## config.mk

```make
export PLATFORM = sky130hd
export DESIGN_NAME = unified_mem_arbiter
export DESIGN_NICKNAME = d
export VERILOG_FILES = /design/src/rtl/unified_mem_arbiter.sv
export SDC_FILE = /design/constraint.sdc
export NUM_CORES = 1
export LEC_CHECK = 0
export BUFFER_PORTS_ARGS = -buffer_cell sky130_fd_sc_hd__buf_2
export CAP_MARGIN = 10
export CORE_MARGIN = 3
export CORE_UTILIZATION = 44
export CTS_CLUSTER_SIZE = 28
export DETAILED_ROUTE_END_ITERATION = 10
export GPL_TIMING_DRIVEN = 0
export MAX_ROUTING_LAYER = met4
export PLACE_DENSITY = 0.77
export SYNTH_ARGS = -nofsm -noshare
export SYNTH_HDL_FRONTEND = slang
export SYNTH_SLANG_ARGS = --single-unit
```

## constraint.sdc

```tcl
create_clock -name clk -period 1.9 [get_ports clk]
set_input_delay 0.38 -clock clk [delete_from_list [all_inputs] [get_ports clk]]
set_output_delay 0.38 -clock clk [all_outputs]
set_load 0.01 [all_outputs]
```

## src/rtl/unified_mem_arbiter.sv

```systemverilog
`default_nettype none
// +----------------------------------------------------------------------------+
// | unified_mem_arbiter: shares one byte-enabled word RAM between fetch & data  |
// | Revision: 1.0                                                              |
// +----------------------------------------------------------------------------+
module unified_mem_arbiter #(
   parameter int          ADDR_W     = 32,
   parameter int          RAM_AW     = 12,
   parameter int          RAM_LAT    = 1,
   parameter logic [31:0] IBASE      = 32'h3000,
   parameter int          STARVE_MAX = 4
) (
   input  logic              clk,
   input  logic              reset,
   input  logic              i_req,
   input  logic [ADDR_W-1:0] i_addr,
   output logic              i_ack,
   output logic [31:0]       i_rdata,
   input  logic              d_req,
   input  logic              d_we,
   input  logic [3:0]        d_byteen,
   input  logic [ADDR_W-1:0] d_addr,
   input  logic [31:0]       d_wdata,
   output logic              d_ack,
   output logic [31:0]       d_rdata,
   output logic              ram_en,
   output logic              ram_we,
   output logic [RAM_AW-1:0] ram_addr,
   output logic [3:0]        ram_byteen,
   output logic [31:0]       ram_wdata,
   input  logic [31:0]       ram_rdata,
   output logic              busy
);
   localparam int                CNT_W   = $clog2(RAM_LAT + 1);
   localparam int                STV_W   = $clog2(STARVE_MAX + 1);
   localparam logic [ADDR_W-1:0] IBASE_A = ADDR_W'(IBASE);

   typedef enum logic [1:0] {
      S_IDLE  = 2'd0,
      S_ISSUE = 2'd1,
      S_WAIT  = 2'd2,
      S_RESP  = 2'd3
   } state_t;

   state_t             state;
   logic               sel_fetch;
   logic               is_write;
   logic [CNT_W-1:0]   wait_cnt;
   logic [STV_W-1:0]   starve;
   logic [ADDR_W-1:0]  fetch_off;
   logic [RAM_AW-1:0]  fetch_word;
   logic [RAM_AW-1:0]  data_word;
   logic               fetch_wins;
   logic               addr_unused;

   // Byte offsets beyond the RAM depth simply wrap; low two bits are ignored.
   assign fetch_off   = i_addr - IBASE_A;
   assign fetch_word  = fetch_off[RAM_AW+1:2];
   assign data_word   = d_addr[RAM_AW+1:2];
   assign addr_unused = ^{fetch_off, d_addr};

   // Data is older in the pipeline, so it wins unless fetch has starved long enough.
   assign fetch_wins = i_req && (!d_req || (starve == STV_W'(STARVE_MAX)));
   assign busy       = (state != S_IDLE);

   always_ff @(posedge clk) begin
      if (!reset) begin
         state      <= S_IDLE;
         sel_fetch  <= 1'b0;
         is_write   <= 1'b0;
         wait_cnt   <= '0;
         starve     <= '0;
         i_ack      <= 1'b0;
         d_ack      <= 1'b0;
         i_rdata    <= '0;
         d_rdata    <= '0;
         ram_en     <= 1'b0;
         ram_we     <= 1'b0;
         ram_addr   <= '0;
         ram_byteen <= '0;
         ram_wdata  <= '0;
      end else begin
         i_ack  <= 1'b0;
         d_ack  <= 1'b0;
         ram_en <= 1'b0;
         case (state)
            S_IDLE: begin
               if (!i_req) starve <= '0;
               if (i_req || d_req) begin
                  state     <= S_ISSUE;
                  sel_fetch <= fetch_wins;
                  if (fetch_wins) begin
                     starve     <= '0;
                     is_write   <= 1'b0;
                     ram_en     <= 1'b1;
                     ram_we     <= 1'b0;
                     ram_addr   <= fetch_word;
                     ram_byteen <= '0;
                     ram_wdata  <= '0;
                  end else begin
                     if (i_req) starve <= starve + STV_W'(1);
                     is_write   <= d_we;
                     // An all-lanes-off store completes without touching the RAM.
                     ram_en     <= !(d_we && (d_byteen == 4'b0000));
                     ram_we     <= d_we;
                     ram_addr   <= data_word;
                     ram_byteen <= d_we ? d_byteen : 4'b0000;
                     ram_wdata  <= d_we ? d_wdata : 32'h0;
                  end
               end
            end
            S_ISSUE: begin
               if (is_write) begin
                  state <= S_RESP;
                  d_ack <= 1'b1;
               end else begin
                  state    <= S_WAIT;
                  wait_cnt <= CNT_W'(RAM_LAT);
               end
            end
            S_WAIT: begin
               wait_cnt <= wait_cnt - CNT_W'(1);
               if (wait_cnt == CNT_W'(1)) begin
                  state <= S_RESP;
                  if (sel_fetch) begin
                     i_rdata <= ram_rdata;
                     i_ack   <= 1'b1;
                  end else begin
                     d_rdata <= ram_rdata;
                     d_ack   <= 1'b1;
                  end
               end
            end
            S_RESP: begin
               state <= S_IDLE;
            end
            default: begin
               state <= S_IDLE;
            end
         endcase
      end
   end
endmodule
`default_nettype wire
```

==> reports/qor.yml <==
status: "finished clean"
syn_area_um2: 4630
grt_start_max_net_pins: 17
drc: 0
path_class: "register to output port"
total_power_mw: 7.79
crit_path_max_fanout: 10
slew_headroom_pct: 61.2
antenna_left: 0
fin_nets: 913
layout.cells.most_common_list: "buf_2 (224), nand2_1 (135), dfxtp_1 (121)"
required_ps: 1520
grt_use_total_pct: 24.2
grt_setup_unrepaired: "no"
first_pass_iters: 7
fin_skew_ps: 12.7
cp_slowest_cell: "dfxtp_2"
fillCellCount: 866
cp-start-kind: "register"
grt_pass1_wl_um: 21900
p_sw_share_pct: 32.7
layout_commonest_cell: "buf_2"
drv_slew: 0
setup_tns_ps: 0
timing.fmax_ghz: 0.550
antenna_cells: 0
io_buffer_count: 213
crit_arrival_ps: 1440
power_density_nw_per_um2: 1210
setup_violations: 0
period_needed_ps: 1820
clk_pin_slew_ps: 60
hpwl_um: 10400
vias_per_cell: 5.29
core-area_um2: 10000
die_w_um: 109
cts_tree: "done"
h-tree-depth: 4
crit_chain: "inv_1 > ha_2 > buf_6 > inv_4 > buf_4"
power_leakage_nw: 2.84
power_switching_mw: 2.55
synth_top_area_cell: "dfxtp_1"
synthesis.instances: 538
synth.net_count: 680
syn2layout_area_growth_pct: 38.8
critPathBufInv: 4
clk-insertion-delay-late_ps: 520
start_util_pct: 46.3
p_int_mw: 5.25
cts_buffer_depth: 2
irDropWorstVdd_mv: 0.773
drive_gt1_share_pct: 35.6
ys_seq_area_share_pct: 53.1
clockRootBuffer: "clkbuf_8"
critPathMaxStageDelay_ps: 320
fin_crit_sh_pct: 95.7
yosysUniqueCellTypes: 36
die-area_um2: 11800
clkPwrFrac_pct: 37.5
multi_input_area_um2: 1940
grt_overflow_total: 0
wire_per_inst_um: 15.3
wl_um: 14100
synth_top_area_share_pct: 53.1
combPwrFrac_pct: 23.9
synth_seq_cells: 123
gp_congestion: 0.802
antenna_found_initial: 0
hold_class: "input pin to register"
yosys-top-cells-area: "dfxtp_1 (53%), nand2_1 (11%), a21oi_1 (7.7%)"
endpoint_kind: "output port"
pwr-share-seq_pct: 38.6
regArea_um2: 2460
cts_buffers: 17
cp_top_family: "buffers and inverters"
die_height_um: 109
hold_viol: 0
cap_viol_max_count: 0
drt_iter0_drc: 302
dr_total_vias: 4855
yosysWarnings: 0
avgSynthCellArea_um2: 8.61
pin_count: 254
num_rows: 36
worstMarginPinSlew_ps: 582
grt_pass1_vias: 4711
clock-sinks: 123
-- final cells by class --
cell class,count,share of cell area (%)
plain buffers,46,3.33
clock buffers,19,6.71
clock inverters,13,1.73
inverters,6,0.389
multi-input cells,363,30.2
flip-flops and latches,123,38.3
well taps,133,2.59
repair buffers,214,16.7
-- path summary, 6_finish.rpt --
check,start,to,slack (ps),depth (start not counted)
setup / recovery,state[0]$_SDFFE_PN0P_,busy,80,5
hold / removal,i_addr[12],ram_addr[10]$_SDFFE_PN0P_,80,2
setup reg to reg,state[0]$_SDFFE_PN0P_,ram_addr[2]$_SDFFE_PN0P_,210,7
hold reg to reg,d_rdata[17]$_SDFFE_PN0P_,d_rdata[17]$_SDFFE_PN0P_,450,2
-- Yosys cell counts, drive strengths merged --
library cell    n
dfxtp         123
o21ai          12
and4            2
and3b           2
inv             6
or3b            1
a21o            1
a211oi         21
and2            1
nand3           4
nor3            2
a32oi          37
o21a            1
a22oi           1
a21boi          1
nand3b          1
o211ai          2
a21bo           1
nand4           3
nor2           49
nor2b           1
clkbuf         29
and3            2
a21oi          71
a311oi          2
ha              5
xor2            1
buf            17
nand2b          1
a211o           1
nand2         135
nor4            2
-- per-layer routing --
layer  vias up  track usage, %  part of all wire [%]
li1       2342               -                     -
met1      2253            28.1                    41
met2       221            39.7                    49
met3        39            6.45                   7.7
met4         0            10.4                   2.7
met5         -               -                     0
-- stage by stage --
| step | setup WS (ps) | hold WS, ps | utilization (%) | cell area, um^2 | std cells |
|---|---|---|---|---|---|
| after floorplan | 327 | 458 | - | 4630 | 538 |
| after global placement | 159 | 439 | 58.7 | 5870 | 884 |
| after detailed placement | 86.7 | 444 | 58.7 | 5870 | 884 |
| after CTS | 1.09 | 65.3 | 64.2 | 6420 | 917 |
| after global routing | 8.88 | 69.7 | 64.3 | 6430 | 917 |
| final | 81.7 | 76.9 | 64.3 | 6430 | 917 |
-- timing repair --
action | CTS | global route
hold buffers | 0 | 0
setup buffers | 1 | 0
gates resized for setup | 5 | 3
setup endpoints to repair | 1 | 1
pin swaps | 0 | 0
hold endpoints to repair | 0 | 0
-- logic make-up after synthesis --
logic type | after synthesis | synth area share, %
DFF | 123 | 53.1
AOI/OAI and AO/OA | 151 | 22.3
and+or+nand+nor | 206 | 18.0
buffers and inverters | 52 | 5.02
adders and majority gates | 5 | 1.35
xor gates and xnor gates | 1 | 0.189
-- registers in the layout, summed over array words and instances (netlist names) --
signal      count
d_rdata        32
i_rdata        32
ram_wdata      32
ram_addr       12
ram_byteen      4
starve          3
state           2
d_ack           1
i_ack           1
is_write        1
ram_en          1
sel_fetch       1
wait_cnt        1
-- power groups by stage --
stage | combinational, mW | sequential [mW] | clock (mW)
2_1_floorplan | 1.03 | 3.15 | 0
3_3_place_gp | 1.73 | 3.04 | 0
3_5_place_dp | 1.78 | 3.05 | 0
4_1_cts | 1.83 | 3.00 | 2.97
5_1_grt | 2.05 | 3.03 | 3.07
6_report | 1.87 | 3.01 | 2.92
-- worst register-to-register path, cell delays in order (launching register included) --
cell and delay (ps):
dfxtp_2 330, inv_1 60, ha_2 190, buf_6 140
o21ai_2 170, clkbuf_1 410, a211oi_1 130, a211oi_2 180
No activity file was read; power rests on OpenSTA's default activity.
